File: src/rtl/jk_bank_arbiter.sv
// Bank of WIDTH JK flip-flops shared by NREQ requesters through a round-robin
// arbiter; a granted requester may lock the bank for back-to-back commands.
module jk_bank_arbiter #(
  parameter int WIDTH = 8,
  parameter int NREQ  = 4,
  parameter int IDW   = 2
) (
  input  logic                    clock,
  input  logic                    reset_n,
  input  logic [NREQ-1:0]         req,
  input  logic [NREQ-1:0]         lock,
  input  logic [2*NREQ-1:0]       jk,
  input  logic [WIDTH*NREQ-1:0]   mask,
  output logic [NREQ-1:0]         gnt,
  output logic [IDW-1:0]          gnt_id,
  output logic                    locked,
  output logic [WIDTH-1:0]        q
);

  localparam logic [0:0]     ST_IDLE   = 1'b0;
  localparam logic [0:0]     ST_LOCKED = 1'b1;
  localparam logic [IDW:0]   NREQ_W    = (IDW+1)'(NREQ);
  localparam logic [IDW-1:0] LAST_ID   = IDW'(NREQ - 1);

  logic [0:0]       state_q, state_d;
  logic [IDW-1:0]   owner_q, owner_d;
  logic [IDW-1:0]   ptr_q, ptr_d;
  logic [NREQ-1:0]  gnt_q, gnt_d;
  logic [IDW-1:0]   gnt_id_q, gnt_id_d;
  logic [WIDTH-1:0] bank_q, bank_d;

  logic             win_valid;
  logic [IDW-1:0]   win_id;
  logic [IDW:0]     cand;
  logic             sel_valid;
  logic [IDW-1:0]   sel_id;
  logic [1:0]       jk_sel;
  logic [WIDTH-1:0] mask_sel;

  // Scan from the farthest offset down so the nearest requester at or after ptr wins.
  always_comb begin
    win_valid = 1'b0;
    win_id    = '0;
    cand      = '0;
    for (int k = NREQ - 1; k >= 0; k--) begin
      cand = {1'b0, ptr_q} + (IDW+1)'(k);
      if (cand >= NREQ_W) cand = cand - NREQ_W;
      if (req[cand[IDW-1:0]]) begin
        win_valid = 1'b1;
        win_id    = cand[IDW-1:0];
      end
    end
  end

  always_comb begin
    state_d = state_q;
    owner_d = owner_q;
    if (state_q == ST_LOCKED) begin
      sel_valid = req[owner_q];
      sel_id    = owner_q;
      if (!req[owner_q] || !lock[owner_q]) state_d = ST_IDLE;
    end else begin
      sel_valid = win_valid;
      sel_id    = win_id;
      if (win_valid && lock[win_id]) begin
        state_d = ST_LOCKED;
        owner_d = win_id;
      end
    end
  end

  always_comb begin
    jk_sel   = 2'b00;
    mask_sel = '0;
    gnt_d    = '0;
    for (int i = 0; i < NREQ; i++) begin
      if (sel_id == IDW'(i)) begin
        jk_sel   = jk[2*i +: 2];
        mask_sel = mask[WIDTH*i +: WIDTH];
        gnt_d[i] = sel_valid;
      end
    end
  end

  // While locked, sel_id is the owner, so the pointer stays at owner+1.
  always_comb begin
    ptr_d    = ptr_q;
    gnt_id_d = gnt_id_q;
    if (sel_valid) begin
      ptr_d    = (sel_id == LAST_ID) ? '0 : sel_id + 1'b1;
      gnt_id_d = sel_id;
    end
  end

  generate
    for (genvar gi = 0; gi < WIDTH; gi++) begin : g_bit
      logic jk_next;
      always_comb begin
        case (jk_sel)
          2'b01:   jk_next = 1'b0;
          2'b10:   jk_next = 1'b1;
          2'b11:   jk_next = ~bank_q[gi];
          default: jk_next = bank_q[gi];
        endcase
      end
      assign bank_d[gi] = (sel_valid && mask_sel[gi]) ? jk_next : bank_q[gi];
    end
  endgenerate

  always_ff @(posedge clock or negedge reset_n) begin
    if (!reset_n) begin
      state_q  <= ST_IDLE;
      owner_q  <= '0;
      ptr_q    <= '0;
      gnt_q    <= '0;
      gnt_id_q <= '0;
      bank_q   <= '0;
    end else begin
      state_q  <= state_d;
      owner_q  <= owner_d;
      ptr_q    <= ptr_d;
      gnt_q    <= gnt_d;
      gnt_id_q <= gnt_id_d;
      bank_q   <= bank_d;
    end
  end

  assign gnt    = gnt_q;
  assign gnt_id = gnt_id_q;
  assign locked = (state_q == ST_LOCKED);
  assign q      = bank_q;

endmodule

File: config.mk
export PLATFORM = sky130hd
export DESIGN_NAME = jk_bank_arbiter
export DESIGN_NICKNAME = d
export VERILOG_FILES = /design/src/rtl/jk_bank_arbiter.sv
export SDC_FILE = /design/constraint.sdc
export NUM_CORES = 1
export LEC_CHECK = 0
export CORE_ASPECT_RATIO = 1.5
export CORE_MARGIN = 1
export CORE_UTILIZATION = 35
export DETAILED_ROUTE_END_ITERATION = 10
export GPL_TIMING_DRIVEN = 0
export PLACE_DENSITY = 0.73
export SLEW_MARGIN = 20
export SYNTH_ARGS = -nofsm -noshare
export SYNTH_HDL_FRONTEND = slang
export SYNTH_SLANG_ARGS = --single-unit
export TNS_END_PERCENT = 10
File: constraint.sdc
create_clock -name clock -period 2.4 [get_ports clock]
set_input_delay 0.48 -clock clock [delete_from_list [all_inputs] [get_ports clock]]
set_output_delay 0.48 -clock clock [all_outputs]
set_load 0.005 [all_outputs]
==> impl_metrics.env <==
export IMPL_status="complete, but fails checks"
export IMPL_violations="negative setup slack"
export IMPL_grt_use_met1_pct=24.9
export IMPL_die_area_um2=4040
export IMPL_p_switching_w=0.00154
export IMPL_syn_avg_cell_area_um2=8.72
export IMPL_cp_startpoint="ptr_q[1]"
export IMPL_critPathCaptureType="flop"
export IMPL_combPwrFrac_pct=75.0
export IMPL_synth_top_area_share_pct=35.9
export IMPL_layout_drive_gt1_share_pct=30.6
export IMPL_grt_max_degree=20
export IMPL_grt_use_total_pct=22.0
export IMPL_htreeDepth=1
export IMPL_path_max_fanout=5
export IMPL_hold_viol_final=0
export IMPL_port_buffers=64
export IMPL_internal_power_w=0.00192
export IMPL_drtAntennaViolNets=0
export IMPL_clock_sinks=19
export IMPL_arrival_ns=2.57
export IMPL_antenna_found_initial=0
export IMPL_insertion_delay_ns=0.26
export IMPL_synth_async_reset_ratio_pct=100
export IMPL_rsz0062_at_grt="yes"
export IMPL_die_h_um=77.4
export IMPL_fin_crit_sh_pct=100
export IMPL_startpoint_type="flop"
export IMPL_whs_ns=0.487
export IMPL_antennaDiodeCount=0
export IMPL_grt_overflow_total=0
export IMPL_r2r_start="ptr_q[1]"
export IMPL_p_leak_nw=0.968
export IMPL_swShare_pct=44.5
export IMPL_cp_endpoint="q[2]"
export IMPL_pwr_share_seq_pct=18.2
export IMPL_vdd_drop_max_uv=1010
export IMPL_vias_per_cell=5.44
export IMPL_coreArea_um2=3650
export IMPL_cts_tree="built"
export IMPL_final_area_um2=2390
export IMPL_post_drt_wl_per_cell_um=15.6
export IMPL_dr_pass1_iters=4
export IMPL_total_power_w=0.00346
export IMPL_synth_seq_area_share_pct=35.9
export IMPL_start_util_pct=36.3
export IMPL_power_density_nw_per_um2=1440
export IMPL_ys_ff_latch=19
export IMPL_ys_top_cells_by_area="dfrtp_1 36%, a21oi_1 9.1%, nand2_1 7.1%"
export IMPL_cts_hold_buffers=0
export IMPL_synthCells=152
export IMPL_yosys_warnings=0
export IMPL_synth_commonest_cells="25 x nand2_1, 24 x a21oi_1, 19 x dfrtp_1"
export IMPL_dr_first_iter_drc_count=26
export IMPL_cts_path_max_buffers=2
export IMPL_fin_nets=290
export IMPL_placed_area_um2=2040
export IMPL_vias=1512
export IMPL_worst_slew_pin_slew_ns=0.914
export IMPL_syn_nets=206
export IMPL_route_detailed_drc=0
export IMPL_multi_input_area_um2=966
export IMPL_critPathKind="reg2reg"
export IMPL_synth_distinct_cells=32
export IMPL_r2r_setup_slack_ns=-0.0004
export IMPL_min_from="q[3]"
export IMPL_clock_power_share_pct=6.7
export IMPL_gp_congestion=0.784
export IMPL_grt_pass1_vias=1506
export IMPL_cts_buffers=3
export IMPL_fin_skew_ns=0.00399
export IMPL_finalCriticalPeriod_ns=2.40
export IMPL_pin_count=65
export IMPL_register_area_um2=477
export IMPL_ff2ff_path_depth=11
export IMPL_slew_viol_final=0
export IMPL_use_met2_pct=40.5
export IMPL_fmax_ghz=0.417
export IMPL_required_ns=2.57
export IMPL_die_w_um=52.2
export IMPL_hold_path_class="reg2reg"
export IMPL_row_count=27
export IMPL_cap_violations=0
export IMPL_synth_main_ff_cell="dfrtp_1"
export IMPL_grt_pass1_wl_um=6670
export IMPL_dp_hpwl_um=2950
export IMPL_slew_limit_headroom_pct=38.9
export IMPL_synth_area_um2=1330
export IMPL_routed_wl_um=4320
export IMPL_use_met3_pct=2.35
export IMPL_synth_top_area_cell="dfrtp_1"
export IMPL_setup_viol_count_final=1
export IMPL_fillCellCount=298
export IMPL_top_usage_layer="met2"
export IMPL_synth_edf_count=0
export IMPL_path_clk_slew_ns=0.08
export IMPL_area_growth_pct=80.7
export IMPL_root_buffer="clkbuf_8"
export IMPL_r2r_end="q[2]"
export IMPL_yosysMostFrequentCell="nand2_1"
export IMPL_setup_ws_ns=-0.000415
-- kinds of logic after synthesis --
family / after synthesis / synth area share (%)
adder cells (fa/ha/maj): 4 / 3.78
flip-flops: 19 / 35.9
multiplexers: 8 / 8.78
AND/OR/NAND/NOR: 57 / 20.7
AO/OA/AOI/OAI: 51 / 24.8
buffers and inverters: 13 / 6.04
-- what timing repair did --
item | in CTS | in global routing
pin swaps | 10 | 18
cloned | 0 | 0
endpoints found under the setup margin | 10 | 8
buffers inserted | 11 | 4
resized for setup | 35 | 34
-- stage by stage --
stage	setup WS, ns	util, %	setup TNS [ns]	instances
after global routing	-0.134	65.6	-0.711	278
after floorplan	-0.0000442	-	-0.0000884	152
after global placement	-1.10	55.8	-8.93	259
after CTS	0.00149	62.3	0	274
after detailed placement	-1.13	55.8	-9.84	259
final	-0.000415	65.6	-0.000415	278
-- layout make-up --
type | count | share of cell area [%]
clock inverters | 1 | 0.209
plain buffers | 7 | 3.50
multi-input cells | 120 | 40.3
flip-flops and latches | 19 | 19.9
repair buffers | 79 | 30.9
inverters | 6 | 1.15
clock buffers | 3 | 1.72
well taps | 43 | 2.25
-- power by group through the flow --
stage	clock [W]	combinational [W]	sequential, W
5_1_grt	0.000256	0.00279	0.000647
3_3_place_gp	0	0.00186	0.000617
4_1_cts	0.000233	0.00229	0.000620
2_1_floorplan	0	0.00125	0.000605
3_5_place_dp	0	0.00190	0.000623
6_report	0.000232	0.00259	0.000631
-- flip-flops by register name, summed over array words and instances (netlist names) --
name / cells
gnt: 4
gnt_id: 2
locked: 1
owner_q: 2
ptr_q: 2
q: 8
-- worst min path at each step --
stage / endpoint / cells after the start
finish: q[3] / 1
global route: q[3] / 1
CTS: q[3] / 1
detailed placement: q[0] / 1
global placement: q[3] / 1
floorplan: gnt[0] / 0
-- routing by layer --
metal / vias to the layer above / part of all wire (%)
met5: - / 0
met4: 0 / 1.3
met3: 4 / 4.7
met2: 46 / 54
met1: 736 / 40
li1: 726 / -
-- critical path: stages, from the launching register on --
cell,delay [ns]
dfrtp_2,0.45
buf_4,0.15
a2bb2oi_4,0.16
mux2_4,0.29
inv_4,0.08
ha_4,0.14
and2b_2,0.26
a221oi_1,0.38
nor3_2,0.08
a21oi_2,0.18
o31ai_2,0.08
o31ai_2,0.06
-- cells in the final DEF (no fill, tap or decap), types with 5 or more instances in the layout --
| master | n |
|---|---|
| nor2_1 | 8 |
| clkdlybuf4s50_1 | 60 |
| nand3b_1 | 6 |
| a21oi_2 | 10 |
| nand2_1 | 21 |
| dfrtp_1 | 18 |
| a21oi_1 | 12 |
| nor3_1 | 5 |
| buf_4 | 14 |
No activity file was read; power rests on OpenSTA's default activity.
